--- src/rtl/picobello_mcast_dst_iter_pkg.sv ---
// rtl/picobello_mcast_dst_iter_pkg.sv - multicast field configuration, count width and FSM state types
package picobello_mcast_dst_iter_pkg;

    typedef struct packed {
        logic [7:0] offset;
        logic [7:0] len;
    } mask_sel_t;

    // Same layout as mask_sel_t so SAM mask selectors convert directly
    typedef struct packed {
        logic [7:0] offset;
        logic [7:0] len;
    } mcast_field_cfg_t;

    typedef struct packed {
        mask_sel_t mask_x;
        mask_sel_t mask_y;
    } mcast_idx_t;

    typedef struct packed {
        mcast_idx_t idx;
    } sam_rule_t;

    localparam sam_rule_t SamMcast [1] = '{
        '{idx: '{mask_x: '{offset: 8'd20, len: 8'd2},
                 mask_y: '{offset: 8'd18, len: 8'd2}}}
    };

    function automatic mcast_field_cfg_t get_mcast_field_cfg(input logic is_x);
        mcast_field_cfg_t cfg;
        if (is_x) begin
            cfg = mcast_field_cfg_t'(SamMcast[0].idx.mask_x);
        end else begin
            cfg = mcast_field_cfg_t'(SamMcast[0].idx.mask_y);
        end
        return cfg;
    endfunction

    localparam mcast_field_cfg_t McastXCfg = get_mcast_field_cfg(1'b1);
    localparam mcast_field_cfg_t McastYCfg = get_mcast_field_cfg(1'b0);

    // One extra bit so the all-ones mask count 2^(XLen+YLen) fits
    function automatic int unsigned mcast_cnt_width(input int unsigned xlen, input int unsigned ylen);
        return xlen + ylen + 1;
    endfunction

    typedef enum logic {
        ST_IDLE = 1'b0,
        ST_ITER = 1'b1
    } mcast_state_e;

endpackage

--- src/rtl/picobello_mcast_subset_step.sv ---
// rtl/picobello_mcast_subset_step.sv - field pack/unpack, subset step and last detect
module picobello_mcast_subset_step
    import picobello_mcast_dst_iter_pkg::*;
#(
    parameter int unsigned AddrWidth = 48,
    parameter int unsigned XOffset   = 20,
    parameter int unsigned XLen      = 2,
    parameter int unsigned YOffset   = 18,
    parameter int unsigned YLen      = 2,
    parameter int unsigned CntWidth  = XLen + YLen + 1,
    parameter int unsigned FW        = XLen + YLen
) (
    input  logic [AddrWidth-1:0] i_req_addr,
    input  logic [AddrWidth-1:0] i_req_mask,
    output logic [FW-1:0]        o_req_base,
    output logic [FW-1:0]        o_req_m,
    output logic [CntWidth-1:0]  o_req_cnt,
    input  logic [AddrWidth-1:0] i_cur_addr,
    input  logic [FW-1:0]        i_cur_base,
    input  logic [FW-1:0]        i_cur_m,
    input  logic [FW-1:0]        i_cur_s,
    output logic [FW-1:0]        o_next_s,
    output logic                 o_last,
    output logic [AddrWidth-1:0] o_dst_addr,
    output logic [XLen-1:0]      o_dst_x,
    output logic [YLen-1:0]      o_dst_y
);

    logic [FW-1:0]       w_req_f;
    logic [FW-1:0]       w_dst_f;
    logic [CntWidth-1:0] w_pop;
    logic                w_unused_mask;

    // Mask bits outside the X/Y fields carry no meaning here
    assign w_unused_mask = ^i_req_mask;

    assign w_req_f    = {i_req_addr[XOffset +: XLen], i_req_addr[YOffset +: YLen]};
    assign o_req_m    = {i_req_mask[XOffset +: XLen], i_req_mask[YOffset +: YLen]};
    assign o_req_base = w_req_f & ~o_req_m;

    // Destination count is 2^popcount of the effective mask
    always_comb begin
        w_pop = '0;
        for (int i = 0; i < int'(FW); i++) begin
            w_pop = w_pop + CntWidth'(o_req_m[i]);
        end
        o_req_cnt = CntWidth'(1) << w_pop;
    end

    // Filling the non-mask bits with ones lets the carry ripple only through mask bits
    assign o_next_s = ((i_cur_s | ~i_cur_m) + FW'(1)) & i_cur_m;
    assign o_last   = (i_cur_s == i_cur_m);

    assign w_dst_f = i_cur_base | i_cur_s;
    assign o_dst_x = w_dst_f[FW-1:YLen];
    assign o_dst_y = w_dst_f[YLen-1:0];

    // Re-insert the current destination into the latched address
    always_comb begin
        o_dst_addr                     = i_cur_addr;
        o_dst_addr[XOffset +: XLen]    = o_dst_x;
        o_dst_addr[YOffset +: YLen]    = o_dst_y;
    end

endmodule

--- src/rtl/picobello_mcast_dst_iter.sv ---
// rtl/picobello_mcast_dst_iter.sv - serial expansion of a multicast request into unicast destinations
module picobello_mcast_dst_iter
    import picobello_mcast_dst_iter_pkg::*;
#(
    parameter int unsigned AddrWidth = 48,
    parameter int unsigned XOffset   = 32'(McastXCfg.offset),
    parameter int unsigned XLen      = 32'(McastXCfg.len),
    parameter int unsigned YOffset   = 32'(McastYCfg.offset),
    parameter int unsigned YLen      = 32'(McastYCfg.len),
    parameter int unsigned CntWidth  = mcast_cnt_width(XLen, YLen)
) (
    input  logic                 clk_i,
    input  logic                 rst_ni,
    input  logic                 req_valid_i,
    output logic                 req_ready_o,
    input  logic [AddrWidth-1:0] req_addr_i,
    input  logic [AddrWidth-1:0] req_mask_i,
    output logic                 dst_valid_o,
    input  logic                 dst_ready_i,
    output logic [AddrWidth-1:0] dst_addr_o,
    output logic [XLen-1:0]      dst_x_o,
    output logic [YLen-1:0]      dst_y_o,
    output logic                 dst_last_o,
    output logic [CntWidth-1:0]  dst_cnt_o
);

    localparam int unsigned FW = XLen + YLen;

    if (!((XOffset + XLen <= YOffset) || (YOffset + YLen <= XOffset))) begin : g_chk_overlap
        $error("X and Y fields overlap");
    end
    if ((XOffset + XLen > AddrWidth) || (YOffset + YLen > AddrWidth)) begin : g_chk_range
        $error("X or Y field exceeds the address width");
    end

    mcast_state_e         r_state;
    mcast_state_e         w_state_next;
    logic [AddrWidth-1:0] r_addr;
    logic [FW-1:0]        r_base;
    logic [FW-1:0]        r_m;
    logic [FW-1:0]        r_s;
    logic [CntWidth-1:0]  r_cnt;

    logic [FW-1:0]        w_req_base;
    logic [FW-1:0]        w_req_m;
    logic [CntWidth-1:0]  w_req_cnt;
    logic [FW-1:0]        w_next_s;
    logic                 w_last;
    logic                 w_req_ready;
    logic                 w_dst_valid;
    logic                 w_accept;
    logic                 w_advance;

    picobello_mcast_subset_step #(
        .AddrWidth (AddrWidth),
        .XOffset   (XOffset),
        .XLen      (XLen),
        .YOffset   (YOffset),
        .YLen      (YLen),
        .CntWidth  (CntWidth),
        .FW        (FW)
    ) u_step (
        .i_req_addr (req_addr_i),
        .i_req_mask (req_mask_i),
        .o_req_base (w_req_base),
        .o_req_m    (w_req_m),
        .o_req_cnt  (w_req_cnt),
        .i_cur_addr (r_addr),
        .i_cur_base (r_base),
        .i_cur_m    (r_m),
        .i_cur_s    (r_s),
        .o_next_s   (w_next_s),
        .o_last     (w_last),
        .o_dst_addr (dst_addr_o),
        .o_dst_x    (dst_x_o),
        .o_dst_y    (dst_y_o)
    );

    // State register
    always_ff @(posedge clk_i or negedge rst_ni) begin
        if (!rst_ni) begin
            r_state <= ST_IDLE;
        end else begin
            r_state <= w_state_next;
        end
    end

    // Next state and handshake outputs
    always_comb begin
        w_state_next = r_state;
        w_req_ready  = 1'b0;
        w_dst_valid  = 1'b0;
        unique case (r_state)
            ST_IDLE: begin
                w_req_ready = 1'b1;
                if (req_valid_i) begin
                    w_state_next = ST_ITER;
                end
            end
            ST_ITER: begin
                w_dst_valid = 1'b1;
                if (dst_ready_i && w_last) begin
                    w_state_next = ST_IDLE;
                end
            end
            default: w_state_next = ST_IDLE;
        endcase
    end

    assign w_accept  = w_req_ready & req_valid_i;
    assign w_advance = w_dst_valid & dst_ready_i & ~w_last;

    // Request latch and subset advance; registers only move on a handshake
    always_ff @(posedge clk_i or negedge rst_ni) begin
        if (!rst_ni) begin
            r_addr <= '0;
            r_base <= '0;
            r_m    <= '0;
            r_s    <= '0;
            r_cnt  <= '0;
        end else if (w_accept) begin
            r_addr <= req_addr_i;
            r_base <= w_req_base;
            r_m    <= w_req_m;
            r_s    <= '0;
            r_cnt  <= w_req_cnt;
        end else if (w_advance) begin
            r_s    <= w_next_s;
        end
    end

    assign req_ready_o = w_req_ready;
    assign dst_valid_o = w_dst_valid;
    assign dst_last_o  = w_dst_valid & w_last;
    assign dst_cnt_o   = r_cnt;

endmodule
--- config.mk ---
export PLATFORM = sky130hd
export DESIGN_NAME = picobello_mcast_dst_iter
export DESIGN_NICKNAME = d
export VERILOG_FILES = /design/src/rtl/picobello_mcast_dst_iter_pkg.sv /design/src/rtl/picobello_mcast_subset_step.sv /design/src/rtl/picobello_mcast_dst_iter.sv
export SDC_FILE = /design/constraint.sdc
export NUM_CORES = 1
export LEC_CHECK = 0
export BUFFER_PORTS_ARGS = -buffer_cell sky130_fd_sc_hd__buf_2
export CAP_MARGIN = 10
export CORE_MARGIN = 1.5
export CORE_UTILIZATION = 36
export CTS_BUF_LIST = sky130_fd_sc_hd__clkbuf_4 sky130_fd_sc_hd__clkbuf_8
export DETAILED_ROUTE_END_ITERATION = 8
export PLACE_DENSITY_LB_ADDON = 0.12
export SLEW_MARGIN = 20
export SYNTH_ARGS = -nofsm -noshare
export SYNTH_HDL_FRONTEND = slang
export SYNTH_SLANG_ARGS = --single-unit
export TNS_END_PERCENT = 30
--- constraint.sdc ---
create_clock -name clk_i -period 2.57 [get_ports clk_i]
set_clock_uncertainty 0.2 [all_clocks]
set_input_delay 0.514 -clock clk_i [delete_from_list [all_inputs] [get_ports clk_i]]
set_output_delay 0.514 -clock clk_i [all_outputs]
set_load 0.1 [all_outputs]
# Word level (Yosys, flattened, before mapping)
# Cells that the tools add are included.
[totals]
output_inout_bits = 60
regBits = 66
input_bits = 100
[classes]
n_eq_ne = 1
bitwise_logic = 12
addsub = 4
n_shift = 1
n_reduce_logical = 2
muxes = 7
[ops]
columns = ["operator", "count"]
rows = [
  ["5-bit by 1-bit adder with 5-bit output", 2],
  ["4-bit AND", 2],
  ["4-bit two-way mux", 2],
  ["4-bit inverter", 2],
  ["4-bit bitwise OR", 2],
  ["1-bit by 5-bit left shift with 5-bit output (first input constant)", 1],
  ["4-bit by 1-bit adder with 4-bit output (second input constant)", 1],
  ["1-bit AND", 4],
  ["4-bit equality test", 1],
  ["1-bit two-way mux", 4],
  ["1-bit by 1-bit adder with 2-bit output", 1],
  ["1-bit inverter", 2],
  ["1-bit one-hot mux with 2 select lines", 1],
  ["2-bit nonzero test", 1],
  ["1-bit logical AND", 1],
]

# Logic depth before layout (Yosys ltp)
# Gate-level depths: netlist of run 1.
[depth]
ltp_word = 6
ltp_mapped = 7
ltp_nobuf = 7

# Cells and area by module
# From an unflattened synthesis of run 1, not the netlist that was laid out.
[unflattened]
cells_unflattened = 245
hier_area_um2 = 3533.4
[by_module_without_submodules]
columns = ["mod", "area_each_um2", "cells_per_inst", "seq_area_each_um2", "n_inst"]
rows = [
  ["picobello_mcast_dst_iter", 2844.0, 153, 1651.6, 1],
  ["picobello_mcast_subset_step", 689.4, 92, 0.0, 1],
]

# Worst setup path after synthesis of run 1
# No wires, ideal clock.
[synth_path]
path_type = "reg-to-output"
startpoint = "register r_state"
endpoint = "output port dst_last_o"
n_path_buf = 0
t_arrival_ns = 3.151
slack_ns = -1.295
required_ns = 1.856
path_stages_with_launch = 3
path_cell_list = "dfrtp_1 > inv_1 > nor2_1"
[synth_via]
elab_chain_len = 2
[synth_rtl]
columns = ["element", "line", "source"]
rows = [
  ["start, declared", "picobello_mcast_dst_iter.sv:36", "mcast_state_e r_state;"],
  ["start signal, assigned", "picobello_mcast_dst_iter.sv:84", "r_state <= w_state_next;"],
  ["1-bit two-way mux", "picobello_mcast_dst_iter.sv:93", "unique case (r_state)"],
  ["1-bit AND", "picobello_mcast_dst_iter.sv:134", "assign dst_last_o = w_dst_valid & w_last;"],
  ["end, declared", "picobello_mcast_dst_iter.sv:23", "output logic dst_last_o,"],
]
# Every way passes these cells.

# Final worst setup path of run 1
[layout_path]
startpoint = "register r_m[3]"
endpoint = "output port dst_last_o"
[layout_via]
elab_chain_len = 2
[layout_rtl]
columns = ["element", "line", "source"]
rows = [
  ["start, declared", "picobello_mcast_dst_iter.sv:40", "logic [FW-1:0] r_m;"],
  ["start signal, assigned", "picobello_mcast_dst_iter.sv:124", "r_m <= w_req_m;"],
  ["4-bit equality test", "picobello_mcast_subset_step.sv:52", "assign o_last = (i_cur_s == i_cur_m);"],
  ["1-bit AND", "picobello_mcast_dst_iter.sv:134", ""],
]
# Every way passes these cells.

==> results_dict.tcl, run 1 <==
set metrics [dict create \
    worstPathRequired_ns 1.86 \
    maxCapViolations 0 \
    cts.path.max_buffers 2 \
    fin_util_pct 49.1 \
    place_congestion 0.810 \
    hp-class "primary input to flip-flop" \
    netlist_instances 291 \
    area_growth_pct 33.3 \
    initial_core_util_pct 36.8 \
    via_per_inst 4.37 \
    worstPathMaxFanout 5 \
    drv_slew 0 \
    vias 2230 \
    synth_seq_cells 62 \
    crit_start "r_m[3]" \
    cp.arrival_ns 1.71 \
    htree_levels 3 \
    io_pins 160 \
    chipHeight_um 88.7 \
    cts_buffers 9 \
    hold_start "req_addr_i[37]" \
    syn-num-nets 400 \
    finalSetupViolations 0 \
    async_reset_ff_share_pct 100 \
    clockRootBuffer "clkbuf_8" \
    seq_area_frac_synth_pct 58.7 \
    firstDrtPassIters 4 \
    synth-edff-count 0 \
    wl_per_cell_um 11.8 \
    clock_sinks 62 \
    synth_cell_types 26 \
    finalCriticalPeriod_ns 2.42 \
    rows 31 \
    drt_iter0_markers 89 \
    n_antenna_cell 0 \
    fin_nets 516 \
    grt_overflow 0 \
    postCtsSetupRepairBufs 0 \
    crit_type "flip-flop to output port" \
    fin_crit_sh_pct 94.2 \
    regArea_um2 1560 \
    finalHoldViolations 0 \
    drc 0 \
    fin_tns_setup_ns 0 \
    reg2reg_from "r_state" \
    clock.fmax_mhz 413 \
    worstMarginPinSlew_ns 0.506 \
    dpl.hpwl_um 4280 \
    ant_nets 0 \
    die_w_um 88.7 \
    clk-insertion-delay-late_ns 0.33 \
    final.fill_count 736 \
    antenna_found_initial 0 \
    fp.coreArea_um2 7180 \
    routed_wl_um 6000 \
    relSlewSlack_pct 66.5 \
    die_area_um2 7870 \
    grt_pass1_wl_um 9360 \
    end_kind "output port" \
    rsz0062_at_grt "false" \
    ys.flop_type "dfrtp_1" \
    ys_warn_count 0 \
    cts_tree "built" \
    io_buffers 115 \
    outcome "finished, final reports clean" \
    grt_pass1_vias 1982 \
    track_usage_pct 16.1 \
    grt_max_degree 38 \
    setup.worst_path.start_class "flip-flop" \
    multi_input_area_um2 967 \
    clk_pin_slew_ns 0.07 \
    syn-mean-instance-area_um2 9.09 \
    drive_gt1_share_pct 35.5 \
    syn_area_um2 2640 \
]
## sequential cells by signal, summed over array words and instances (netlist names)
name       cells
r_state        1
r_s            4
r_addr        44
r_m            4
r_base         4
dst_cnt_o      5
## cells by family after synthesis
group	count (synthesis)	synth area share, %
flip-flops	62	58.7
AO/OA/AOI/OAI	14	3.46
XOR/XNOR	2	0.663
adder cells (fa/ha/maj)	9	4.54
AND/OR/NAND/NOR	178	27.3
buffers and inverters	26	5.39
## cell usage in the layout, fill, tap and decap left out, types with 2 or more instances in the layout
master,n
nand2_1,156
buf_2,114
dfrtp_1,61
clkbuf_8,13
inv_1,8
ha_1,8
o21ai_0,6
buf_4,6
or2_2,4
nand4_1,4
a21oi_1,4
nand3b_1,4
nand3_1,2
nor3_1,2
a22o_1,2
clkbuf_4,2
## Yosys cell counts, types with 4 or more instances
library cell | n | area (µm²)
buf_4 | 5 | 37.5
inv_1 | 9 | 33.8
a21oi_1 | 4 | 20.0
buf_2 | 9 | 45.0
nand2_1 | 156 | 586
o21ai_0 | 6 | 30.0
nand4_1 | 4 | 25.0
ha_1 | 8 | 100
nand3b_1 | 4 | 30.0
dfrtp_1 | 62 | 1550
or2_2 | 4 | 25.0
## timing repair
item / in CTS / in global routing
hold buffers: 1 / 0
endpoints found under the hold margin: 25 / 0
endpoints found under the setup margin: 0 / 0
resized for setup: 0 / 0
## layout make-up
| cell class | count | share of cell area [%] |
|---|---|---|
| sequential | 62 | 44.1 |
| clock buffer | 15 | 5.50 |
| timing repair buffer | 122 | 18.3 |
| inverter | 9 | 1.07 |
| multi-input combinational | 203 | 27.5 |
| tap | 99 | 3.52 |
## per-layer routing
layer | share of wire, % | global-route usage, % | vias up
li1 | - | - | 1131
met4 | 2.1 | 9.23 | 0
met3 | 6.1 | 4.38 | 12
met1 | 46 | 20.9 | 1017
met2 | 45 | 24.2 | 70
met5 | 0 | 0 | -
## final timing paths
kind	slack, ns	cells after the start	end
worst max-delay path	0.15	4	dst_last_o
worst min-delay path	0.17	3	r_addr[37]
worst max register to register	0.80	4	r_addr[16]
worst min register to register	0.26	2	r_base[1]
max in group asynchronous	1.26	3	r_addr[29]
min in group asynchronous	0.51	3	r_s[3]
## worst max-delay path: stages, from the launching register on
cell     delay [ns]
dfrtp_1        0.41
ha_1           0.31
nand4_1        0.27
nor2_4         0.21
buf_12         0.18
## through the flow
step | hold WS (ns) | instance area (µm²) | worst slack, ns | std cells
5_1_grt | 0.155 | 3520 | 0.0365 | 510
6_report | 0.166 | 3520 | 0.148 | 510
4_1_cts | 0.150 | 3520 | 0.120 | 510
3_5_place_dp | 0.248 | 3320 | 0.215 | 494
3_3_place_gp | 0.246 | 3320 | 0.226 | 494
2_1_floorplan | 0.0184 | 2660 | 0.0176 | 291
Power of run 1 is not shown: default switching activity piles up to over one toggle a cycle in this logic, so the estimate is an artifact.
==> inputs of run 2 (changes only) <==
--- a/config.mk
+++ b/config.mk
@@ -7,11 +7,14 @@
 export LEC_CHECK = 0
 export BUFFER_PORTS_ARGS = -buffer_cell sky130_fd_sc_hd__buf_2
 export CAP_MARGIN = 10
+export CELL_PAD_IN_SITES_DETAIL_PLACEMENT = 2
+export CELL_PAD_IN_SITES_GLOBAL_PLACEMENT = 2
 export CORE_MARGIN = 1.5
-export CORE_UTILIZATION = 36
+export CORE_UTILIZATION = 26
 export CTS_BUF_LIST = sky130_fd_sc_hd__clkbuf_4 sky130_fd_sc_hd__clkbuf_8
 export DETAILED_ROUTE_END_ITERATION = 8
 export PLACE_DENSITY_LB_ADDON = 0.12
+export SETUP_SLACK_MARGIN = 0.02
 export SLEW_MARGIN = 20
 export SYNTH_ARGS = -nofsm -noshare
 export SYNTH_HDL_FRONTEND = slang
==> constraint.sdc (replaced) <==
create_clock -name clk_i -period 2.57 [get_ports clk_i]
set_clock_uncertainty 0.2 [all_clocks]
set_input_delay 0.3855 -clock clk_i [delete_from_list [all_inputs] [get_ports clk_i]]
set_output_delay 0.3855 -clock clk_i [all_outputs]
set_load 0.1 [all_outputs]
==> results_dict.tcl, run 2 (synthesized netlist as in run 1, its figures left out) <==
set metrics [dict create \
    outcome "finished, final reports clean" \
    finalCriticalPeriod_ns 2.40 \
    chipHeight_um 104 \
    io_pins 160 \
    cp-endpoint "dst_last_o" \
    drive_gt1_share_pct 35.4 \
    initial_core_util_pct 26.9 \
    regMostFlops "r_addr" \
    r2r-end "r_addr[43]" \
    r2r_setup_slack_ns 0.69 \
    clock.fmax_mhz 417 \
    dpl_cell_area_um2 3350 \
    fin_tns_setup_ns 0 \
    drv_slew 0 \
    clk_pin_slew_ns 0.08 \
    via_per_inst 4.36 \
    cpPeakStageDelay_ns 0.36 \
    cpMaxStageDelayCell "dfrtp_1" \
    fp.coreArea_um2 9820 \
    htree_levels 3 \
    final_cell_mix "nand2_1, buf_2, dfrtp_1" \
    cts_tree "built" \
    n_antenna_cell 0 \
    relSlewSlack_pct 46.7 \
    largest_reg_flops 44 \
    drc 0 \
    grtUsageMet2_pct 26.5 \
    clock_sinks 62 \
    io_buffers 115 \
    worstPathCellList "inv_1 -> ha_1 -> nand4_1 -> nor2_4 -> clkbuf_4" \
    routed_wl_um 7660 \
    vias 2365 \
    wl_per_cell_um 14.1 \
    clk-insertion-delay-late_ns 0.33 \
    grt_pass1_vias 2611 \
    setup.worst_path.start_class "flip-flop" \
    maxCapViolations 0 \
    stdcell_area_um2 3590 \
    end_kind "output port" \
    multi_input_area_um2 967 \
    clockRootBuffer "clkbuf_8" \
    crit_start "r_s[0]" \
    area_growth_pct 35.6 \
    reg2reg_from "r_state" \
    grt_pass1_wl_um 12900 \
    die_area_um2 10800 \
    regArea_um2 1560 \
    die_w_um 104 \
    grt_max_degree 34 \
    worstPathRequired_ns 1.98 \
    ant_nets 0 \
    finalHoldViolations 0 \
    worstMarginPinSlew_ns 0.799 \
    firstDrtPassIters 4 \
    dpl.hpwl_um 5660 \
    rsz0062_at_grt "false" \
    fin_crit_sh_pct 93.4 \
    fin_nets 515 \
    rows 36 \
    postCtsSetupRepairBufs 0 \
    worstPathMaxFanout 5 \
    r2r_cells 4 \
    place_congestion 0.718 \
    grt_overflow 0 \
    crit_type "flip-flop to output port" \
    grt_util_met1_pct 16.7 \
    drt_iter0_markers 57 \
    track_usage_pct 15.2 \
    grt.busiest_layer "met2" \
    cts_buffers 9 \
    finalSetupViolations 0 \
    fin_util_pct 36.5 \
    final.fill_count 1183 \
    grtUsageMet3_pct 6.17 \
    hp-class "primary input to flip-flop" \
    final_common_cell "nand2_1" \
    cp.arrival_ns 1.81 \
    antenna_found_initial 0 \
    cts.path.max_buffers 2 \
]
-- run 2: changes by cell type in the layout (fill, tap and decap cells not counted), sizes merged --
| cell | change |
|---|---|
| buf | -2 |
| clkinv | +2 |
| clkbuf | -3 |
| bufinv | +2 |
-- run 2: final cells by class --
class                           count  share of cell area [%]
Clock buffer                       11                    4.22
Clock inverter                      4                    1.95
Inverter                            9                    1.05
Multi-Input combinational cell    203                    27.0
Sequential cell                    62                    43.4
Tap cell                          133                    4.64
Timing Repair Buffer              121                    17.8
-- run 2: worst min path at each step --
stage,start,end,depth (start not counted)
3_3_place_gp,r_base[3],r_base[3],2
3_5_place_dp,r_addr[24],r_addr[24],2
4_1_cts,req_addr_i[25],r_addr[25],3
2_1_floorplan,rst_ni,dst_cnt_o[0],0
5_1_grt,req_addr_i[25],r_addr[25],3
6_report,req_addr_i[25],r_addr[25],3
-- run 2: critical path, delay by kind of cell, from the launching register on --
kind / cells / cell delay (ns)
and+or+nand+nor: 2 / 0.44
buffers and inverters: 2 / 0.39
DFF: 1 / 0.36
adders and majority gates: 1 / 0.29
-- run 2: timing repair --
item,in CTS,in global routing
gates resized for setup,0,1
hold endpoints to repair,31,0
endpoints found under the setup margin,0,1
hold buffers,1,0
-- run 2: per-stage QoR --
stage	hold slack (ns)	worst slack, ns	cells
6_report	0.0282	0.171	543
5_1_grt	0.0138	0.0203	543
4_1_cts	0.00737	0.0307	543
3_5_place_dp	0.258	0.316	527
3_3_place_gp	0.245	0.342	527
2_1_floorplan	-0.110	0.146	291
-- run 2: layer usage --
layer,up-vias,wire length [µm]
met4,0,87
met2,67,3880
met3,11,595
met5,-,0
li1,1131,-
met1,1156,3090
Power of run 2 is left out for the same reason.
